`src/rtl/puf_response_voter_pkg.sv`:
```
// -----------------------------------------------------------------------------
// puf_pkg
// Shared definitions for the PUF response majority voter: the controller state
// enum, default parameter values and the helper that sizes the vote counters.
// No ports (package).
// -----------------------------------------------------------------------------
package puf_pkg;

    // Controller states of the voter
    typedef enum logic [2:0] {
        IDLE    = 3'd0,
        RESTART = 3'd1,
        WAIT    = 3'd2,
        SAMPLE  = 3'd3,
        DONE    = 3'd4
    } voter_state_t;

    // Number of PUF evaluations per vote (odd, 3..15)
    localparam int N_EVAL_DEFAULT  = 7;

    // Maximum number of cycles one WAIT may last when the watchdog is built in
    localparam int TIMEOUT_DEFAULT = 2**20;

    // Width of a counter that must hold every value from 0 to n inclusive
    function automatic int vote_width(input int n);
        return $clog2(n + 1);
    endfunction

endpackage

```
`src/rtl/puf_response_voter_if.sv`:
```
// -----------------------------------------------------------------------------
// puf_response_voter_if
// Groups the request side (start/challenge), the upstream RO PUF connection
// (puf_reset/puf_challenge/puf_response/puf_done) and the result side
// (response/unstable/valid/busy/err) of the voter.
//   slave  : seen by the voter itself
//   master : seen by whatever drives requests and models the PUF
// No ports; clock and reset stay plain ports on the voter.
// -----------------------------------------------------------------------------
interface puf_response_voter_if;
    import puf_pkg::*;

    logic       start;
    logic [7:0] challenge;
    logic [7:0] puf_response;
    logic       puf_done;
    logic       puf_reset;
    logic [7:0] puf_challenge;
    logic [7:0] response;
    logic [7:0] unstable;
    logic       valid;
    logic       busy;
    logic       err;

    modport slave (
        input  start,
        input  challenge,
        input  puf_response,
        input  puf_done,
        output puf_reset,
        output puf_challenge,
        output response,
        output unstable,
        output valid,
        output busy,
        output err
    );

    modport master (
        output start,
        output challenge,
        output puf_response,
        output puf_done,
        input  puf_reset,
        input  puf_challenge,
        input  response,
        input  unstable,
        input  valid,
        input  busy,
        input  err
    );

endinterface

```
`src/rtl/puf_response_voter_bit_vote_counter.sv`:
```
// -----------------------------------------------------------------------------
// bit_vote_counter
// Counts how many evaluations returned 1 for one response bit and derives the
// majority vote and the "evaluations disagreed" flag for that bit.
// Ports:
//   clk, reset     : clock, synchronous active-high reset
//   clear          : zero the counter (a new vote is accepted)
//   sample         : add bit_in to the counter this cycle
//   bit_in         : the current PUF response bit
//   vote_bit       : majority of the counter value including this cycle's sample
//   unstable_bit   : 1 when that counter value is neither 0 nor N_EVAL
// -----------------------------------------------------------------------------
module bit_vote_counter
    import puf_pkg::*;
#(
    parameter int N_EVAL = N_EVAL_DEFAULT
) (
    input  logic clk,
    input  logic reset,
    input  logic clear,
    input  logic sample,
    input  logic bit_in,
    output logic vote_bit,
    output logic unstable_bit
);

    localparam int CW = vote_width(N_EVAL);

    logic [CW-1:0] count_q;
    logic [CW-1:0] count_d;

    always_comb begin
        count_d = count_q;
        if (clear) begin
            count_d = '0;
        end else if (sample) begin
            count_d = count_q + CW'(bit_in);
        end
    end

    always_ff @(posedge clk) begin
        if (reset) begin
            count_q <= '0;
        end else begin
            count_q <= count_d;
        end
    end

    // The compares look at the value being written so the controller can
    // capture the final result in the same cycle as the last sample.
    assign vote_bit     = (count_d > CW'(N_EVAL / 2));
    assign unstable_bit = (count_d != '0) && (count_d < CW'(N_EVAL));

endmodule

```
`src/rtl/puf_response_voter.sv`:
```
// -----------------------------------------------------------------------------
// puf_response_voter
// Repeatedly evaluates an RO PUF with a latched challenge, restarting it before
// each evaluation, and produces a per-bit majority-voted response plus a per-bit
// flag showing which bits disagreed between evaluations.
// Parameters:
//   N_EVAL         : evaluations per vote (odd, 3..15)
//   TIMEOUT_CYCLES : longest allowed wait for puf_done per evaluation
// Ports:
//   clk, reset     : clock, synchronous active-high reset (also resets the PUF)
//   bus (slave)    : start/challenge request, PUF connection, result outputs
// Build option:
//   PUF_VOTER_TIMEOUT_EN : when defined, a watchdog bounds each WAIT and raises
//                          err on expiry; otherwise err is tied low and WAIT
//                          waits indefinitely.
// -----------------------------------------------------------------------------
module puf_response_voter
    import puf_pkg::*;
#(
    parameter int N_EVAL         = N_EVAL_DEFAULT,
    parameter int TIMEOUT_CYCLES = TIMEOUT_DEFAULT
) (
    input  logic                 clk,
    input  logic                 reset,
    puf_response_voter_if.slave  bus
);

    localparam int CW = vote_width(N_EVAL);

    voter_state_t  state_q, state_d;
    logic          rst_cnt_q, rst_cnt_d;
    logic [CW-1:0] eval_cnt_q, eval_cnt_d;
    logic [7:0]    challenge_q, challenge_d;
    logic [7:0]    response_q, response_d;
    logic [7:0]    unstable_q, unstable_d;
    logic          valid_q, valid_d;
    logic          puf_reset_q, puf_reset_d;

    logic          start_accept;
    logic          vote_sample;
    logic [7:0]    vote_bits;
    logic [7:0]    unstable_bits;

`ifdef PUF_VOTER_TIMEOUT_EN
    localparam int WD_W = $clog2(TIMEOUT_CYCLES + 1);

    logic [WD_W-1:0] wd_cnt_q, wd_cnt_d;
    logic            err_q, err_d;
`endif

    // A request is only taken when no vote is running; start during a vote
    // is dropped on the floor.
    assign start_accept = bus.start && ((state_q == IDLE) || (state_q == DONE));
    assign vote_sample  = (state_q == SAMPLE);

    // One independent counter per response bit
    for (genvar i = 0; i < 8; i++) begin : g_bit
        bit_vote_counter #(
            .N_EVAL (N_EVAL)
        ) u_counter (
            .clk          (clk),
            .reset        (reset),
            .clear        (start_accept),
            .sample       (vote_sample),
            .bit_in       (bus.puf_response[i]),
            .vote_bit     (vote_bits[i]),
            .unstable_bit (unstable_bits[i])
        );
    end

    // Next-state and datapath updates. RESTART lasts two cycles, tracked by
    // rst_cnt. The result registers are loaded in the final SAMPLE cycle so
    // valid rises on the very cycle DONE is entered.
    always_comb begin
        state_d     = state_q;
        rst_cnt_d   = rst_cnt_q;
        eval_cnt_d  = eval_cnt_q;
        challenge_d = challenge_q;
        response_d  = response_q;
        unstable_d  = unstable_q;
        valid_d     = valid_q;
`ifdef PUF_VOTER_TIMEOUT_EN
        wd_cnt_d    = wd_cnt_q;
        err_d       = err_q;
`endif

        case (state_q)
            IDLE, DONE: begin
                if (start_accept) begin
                    challenge_d = bus.challenge;
                    eval_cnt_d  = '0;
                    rst_cnt_d   = 1'b0;
                    response_d  = '0;
                    unstable_d  = '0;
                    valid_d     = 1'b0;
`ifdef PUF_VOTER_TIMEOUT_EN
                    err_d       = 1'b0;
`endif
                    state_d     = RESTART;
                end
            end

            RESTART: begin
                if (rst_cnt_q) begin
                    rst_cnt_d = 1'b0;
                    state_d   = WAIT;
`ifdef PUF_VOTER_TIMEOUT_EN
                    wd_cnt_d  = '0;
`endif
                end else begin
                    rst_cnt_d = 1'b1;
                end
            end

            WAIT: begin
                if (bus.puf_done) begin
                    state_d = SAMPLE;
                end
`ifdef PUF_VOTER_TIMEOUT_EN
                // The watchdog counts WAIT cycles already spent; the last
                // allowed cycle without puf_done abandons the vote.
                else if (wd_cnt_q == WD_W'(TIMEOUT_CYCLES - 1)) begin
                    err_d   = 1'b1;
                    state_d = IDLE;
                end else begin
                    wd_cnt_d = wd_cnt_q + WD_W'(1);
                end
`endif
            end

            SAMPLE: begin
                eval_cnt_d = eval_cnt_q + CW'(1);
                if (eval_cnt_q == CW'(N_EVAL - 1)) begin
                    response_d = vote_bits;
                    unstable_d = unstable_bits;
                    valid_d    = 1'b1;
                    state_d    = DONE;
                end else begin
                    state_d    = RESTART;
                end
            end

            default: begin
                state_d = IDLE;
            end
        endcase

        puf_reset_d = (state_d == RESTART);
    end

    // State register
    always_ff @(posedge clk) begin
        if (reset) begin
            state_q <= IDLE;
        end else begin
            state_q <= state_d;
        end
    end

    // Datapath registers. puf_reset is forced high while reset is applied so
    // the PUF restarts together with the voter.
    always_ff @(posedge clk) begin
        if (reset) begin
            rst_cnt_q   <= 1'b0;
            eval_cnt_q  <= '0;
            challenge_q <= '0;
            response_q  <= '0;
            unstable_q  <= '0;
            valid_q     <= 1'b0;
            puf_reset_q <= 1'b1;
        end else begin
            rst_cnt_q   <= rst_cnt_d;
            eval_cnt_q  <= eval_cnt_d;
            challenge_q <= challenge_d;
            response_q  <= response_d;
            unstable_q  <= unstable_d;
            valid_q     <= valid_d;
            puf_reset_q <= puf_reset_d;
        end
    end

`ifdef PUF_VOTER_TIMEOUT_EN
    // Watchdog and error flag
    always_ff @(posedge clk) begin
        if (reset) begin
            wd_cnt_q <= '0;
            err_q    <= 1'b0;
        end else begin
            wd_cnt_q <= wd_cnt_d;
            err_q    <= err_d;
        end
    end

    assign bus.err = err_q;
`else
    assign bus.err = 1'b0;
`endif

    assign bus.puf_reset     = puf_reset_q;
    assign bus.puf_challenge = challenge_q;
    assign bus.response      = response_q;
    assign bus.unstable      = unstable_q;
    assign bus.valid         = valid_q;
    assign bus.busy          = (state_q == RESTART) || (state_q == WAIT) ||
                               (state_q == SAMPLE);

endmodule

```
`src/flat_wrapper.sv`:
```
// flat-port wrapper written by rule: the top's interface ports become plain ports
module puf_response_voter_flat import puf_pkg::*;
#(
    parameter int N_EVAL         = N_EVAL_DEFAULT,
    parameter int TIMEOUT_CYCLES = TIMEOUT_DEFAULT
)
  (clk, reset, bus_start, bus_challenge, bus_puf_response, bus_puf_done, bus_puf_reset, bus_puf_challenge, bus_response, bus_unstable, bus_valid, bus_busy, bus_err);
  puf_response_voter_if bus_i ();
  input  logic clk;
  input  logic reset;
  input wire logic [$bits(bus_i.start)-1:0] bus_start;
  input wire logic [$bits(bus_i.challenge)-1:0] bus_challenge;
  input wire logic [$bits(bus_i.puf_response)-1:0] bus_puf_response;
  input wire logic [$bits(bus_i.puf_done)-1:0] bus_puf_done;
  output wire logic [$bits(bus_i.puf_reset)-1:0] bus_puf_reset;
  output wire logic [$bits(bus_i.puf_challenge)-1:0] bus_puf_challenge;
  output wire logic [$bits(bus_i.response)-1:0] bus_response;
  output wire logic [$bits(bus_i.unstable)-1:0] bus_unstable;
  output wire logic [$bits(bus_i.valid)-1:0] bus_valid;
  output wire logic [$bits(bus_i.busy)-1:0] bus_busy;
  output wire logic [$bits(bus_i.err)-1:0] bus_err;
  assign bus_i.start = bus_start;
  assign bus_i.challenge = bus_challenge;
  assign bus_i.puf_response = bus_puf_response;
  assign bus_i.puf_done = bus_puf_done;
  assign bus_puf_reset = bus_i.puf_reset;
  assign bus_puf_challenge = bus_i.puf_challenge;
  assign bus_response = bus_i.response;
  assign bus_unstable = bus_i.unstable;
  assign bus_valid = bus_i.valid;
  assign bus_busy = bus_i.busy;
  assign bus_err = bus_i.err;
  puf_response_voter #(.N_EVAL(N_EVAL), .TIMEOUT_CYCLES(TIMEOUT_CYCLES)) u_core (.clk(clk), .reset(reset), .bus(bus_i));
endmodule
```
`config.mk`:
```
export PLATFORM = sky130hd
export DESIGN_NAME = puf_response_voter_flat
export DESIGN_NICKNAME = d
export VERILOG_FILES = /design/src/rtl/puf_response_voter_pkg.sv /design/src/rtl/puf_response_voter_if.sv /design/src/rtl/puf_response_voter_bit_vote_counter.sv /design/src/rtl/puf_response_voter.sv /design/src/flat_wrapper.sv
export SDC_FILE = /design/constraint.sdc
export NUM_CORES = 1
export LEC_CHECK = 0
export BUFFER_PORTS_ARGS = -buffer_cell sky130_fd_sc_hd__buf_2
export CORE_ASPECT_RATIO = 1.25
export CORE_MARGIN = 2
export CORE_UTILIZATION = 52
export CTS_BUF_LIST = sky130_fd_sc_hd__clkbuf_16
export DETAILED_ROUTE_END_ITERATION = 12
export PLACE_DENSITY = 0.84
export SYNTH_ARGS = -nofsm -noshare
export SYNTH_HDL_FRONTEND = slang
export SYNTH_SLANG_ARGS = --single-unit
```
`constraint.sdc`:
```
create_clock -name clk -period 3.5 [get_ports clk]
set_input_delay 0.7 -clock clk [delete_from_list [all_inputs] [get_ports clk]]
set_output_delay 0.7 -clock clk [all_outputs]
set_load 0.05 [all_outputs]
```
==> run summary <==
Drt via density = 5.79
CP bufs+invs = 1
Synth area leader = dfxtp_1
Crit path DAT = 2.74 ns
# fillers = 410
DR vias = 2407
CP endpoint kind = register
First-pass GRT wire length = 10500 um
Least-Margin Pin Slew = 0.787 ns
DP HPWL = 4220 um
Commonest cells post-synth = dfxtp_1 (57), a21oi_1 (33), nor2_1 (33)
Iter 0 DRT Violations = 113
Worst Setup EP = u_core.bus.unstable[3]
Ys async rst share = 0%
Critical Path Max Stage Delay = 0.63 ns
WL per Instance = 15.2 um
R2r setup slk = 0.98 ns
Status = finished, final reports clean
Gr ovfl total = 0
Number of H-tree levels = 3
Clock buffer depth = 2
DRC violations left = 0
Synth area leaders = dfxtp_1 (42%), ha_1 (8.3%), a21oi_1 (6.1%)
Initial core utilization = 53.5%
Total Nets Final = 387
Pwr dens = 539 nW/um^2
Setup TNS = 0 ns
GRT Total Usage = 24.6%
RePlAce Congestion = 0.776
Syn_area_per_cell = 8.79 sq um
RSZ-0062 raised after global routing = false
Syn. warnings = 0
Most frequent cell after synthesis = dfxtp_1
Register area share after synthesis = 42.3%
Port Buffers = 46
Final worst path period need = 2.52 ns
Pin count of the biggest net entering global routing = 38
Post-DRT Antenna Nets = 0
Footprint of the multi-input gates = 1400 sq um
Final WL = 6300 um
Post-Syn Nets = 345
Clk slew on worst S/H paths = 0.05 ns
Clock tree sinks = 57
Max cap viols = 0
Crit start category = register
Drt first pass iters = 4
Skew final = 0.00903 ns
Post-synth EDFFs = 0
Synthesis-to-finish area growth = 20.6%
Maximum vdd drop = 0.000369 V
Crit path required time = 3.72 ns
Flops & latches, synth = 57
Worst reg2reg path endpoint = u_core.bus.unstable[3]
Storage element area = 1140 sq um
Post-synth top area share = 42.3%
CP Max Fanout = 15
Setup Buffers After CTS = 0
Initial antenna violation count = 0
Row count = 29
Num ports = 48
Distinct cells, synth = 48
Critical path class = reg -> reg
TritonCTS clock tree = yes
Crit. Startpoint = u_core.state_q[0]
Crit path depth = 6
Num CTS Buffers = 9
Via count of the first global-routing pass = 2340
Final slew viol count = 0
Hold Crit Class = reg -> reg
Final worst path period share = 72.1%
Crit path max-delay family = simple AND/OR/NAND/NOR gates
Slew headroom = 47.5%
Synthesized area = 2700 sq um
Worst Reg2Reg Path Length in Cells = 6
Reg2Reg Launch Point = u_core.state_q[0]
Cts-stage hold buffer count = 0
Die area = 5790 sq um
Endpoints failing hold = 0
CP Cell Sequence = nor2b_2, buf_4, and4_1, nor3_1, or3_1, a32o_1
Share of layout cells above drive strength 1 = 20.1%
CTS resizes = 0
Chip width = 68.4 um
Worst-skew pair later-pin latency = 0.33 ns
Total core area = 5040 sq um
Crit path max-delay cell type = nor2b_2
Total leakage power = 1.48 nW
Ys flop type = dfxtp_1
Worst hold slack = 0.455 ns
Final setup fails = 0
Antenna Cells = 0
Die height = 84.5 um
Max Freq = 397 MHz
Root buffer cell = clkbuf_16
Cells after Synth = 307
## metal layers
layer,GRT usage [%],vias to the layer above,routed length (um)
met5,0,-,0
met4,14.9,0,187
met3,6.84,13,399
met2,39.2,85,3100
met1,28.4,1113,2620
li1,-,1196,-
## cell usage in the layout (no fill, tap or decap), drive strengths merged, types with 4 or more instances in the layout
cell,count
dfxtp,57
buf,54
nor2,34
a21oi,33
nand2,26
ha,18
inv,14
nor3,9
clkbuf,9
nor2b,9
or3,7
a311oi,6
nand3,6
a32o,6
and4,5
a22o,5
a21o,5
o221ai,5
o21ai,5
nor4,4
## cell type report
class	instances	share of cell area, %
multi-input combinational	217	43.1
sequential	57	35.0
timing repair buffer	54	8.92
clock buffer	9	6.92
clock inverter	7	2.46
tap	62	2.38
inverter	10	1.15
## worst min path at each step
stage / start / to / slack, ns / cells after the start
final: u_core.bus.valid / u_core.bus.valid / 0.45 / 2
after global routing: u_core.bus.unstable[5] / u_core.bus.unstable[5] / 0.47 / 1
after CTS: u_core.bus.puf_challenge[0] / u_core.bus.puf_challenge[0] / 0.46 / 2
after detailed placement: u_core.bus.unstable[0] / u_core.bus.unstable[0] / 0.44 / 2
after global placement: u_core.bus.valid / u_core.bus.valid / 0.43 / 2
after floorplan: u_core.rst_cnt_q / u_core.rst_cnt_q / 0.47 / 2
## flip-flops by register name, indices dropped and copies added, names as in the netlist
name                            cells
u_core.state_q                      3
u_core.rst_cnt_q                    1
u_core.bus.puf_challenge            8
u_core.bus.unstable                 8
u_core.g_bit.u_counter.count_q     24
u_core.bus.puf_reset                1
u_core.bus.response                 8
u_core.bus.valid                    1
u_core.eval_cnt_q                   3
## stage by stage
step	utilization (%)	cells	setup WS, ns	total power (W)	cell area (sq um)
6_report	64.5	416	0.978	0.00176	3260
3_5_place_dp	58.5	400	1.00	0.000869	2950
4_1_cts	64.5	416	0.998	0.00177	3260
3_3_place_gp	58.5	400	1.05	0.000863	2950
2_1_floorplan	-	307	1.23	0.000823	2700
5_1_grt	64.5	416	0.843	0.00181	3260
## cells by family after synthesis
logic type	after synthesis	synth area share, %
DFF	57	42.3
muxes	4	1.53
buffers and inverters	33	5.70
other	1	0.139
adders and majority gates	18	8.35
and+or+nand+nor	110	20.3
AOI/OAI and AO/OA	80	20.4
xor gates and xnor gates	4	1.30
## worst register-to-register path, stage by stage, from the launching register on
cell,delay (ns)
dfxtp_1,0.57
nor2b_2,0.63
buf_4,0.28
and4_1,0.22
nor3_1,0.07
or3_1,0.38
a32o_1,0.26
## where the power goes
group | switching (W) | internal, W
registers | 0.0000130 | 0.000664
clock network | 0.000289 | 0.000609
logic | 0.000125 | 0.0000558
total | 0.000426 | 0.00133
Note: power is estimated with default switching activity, not from simulation.
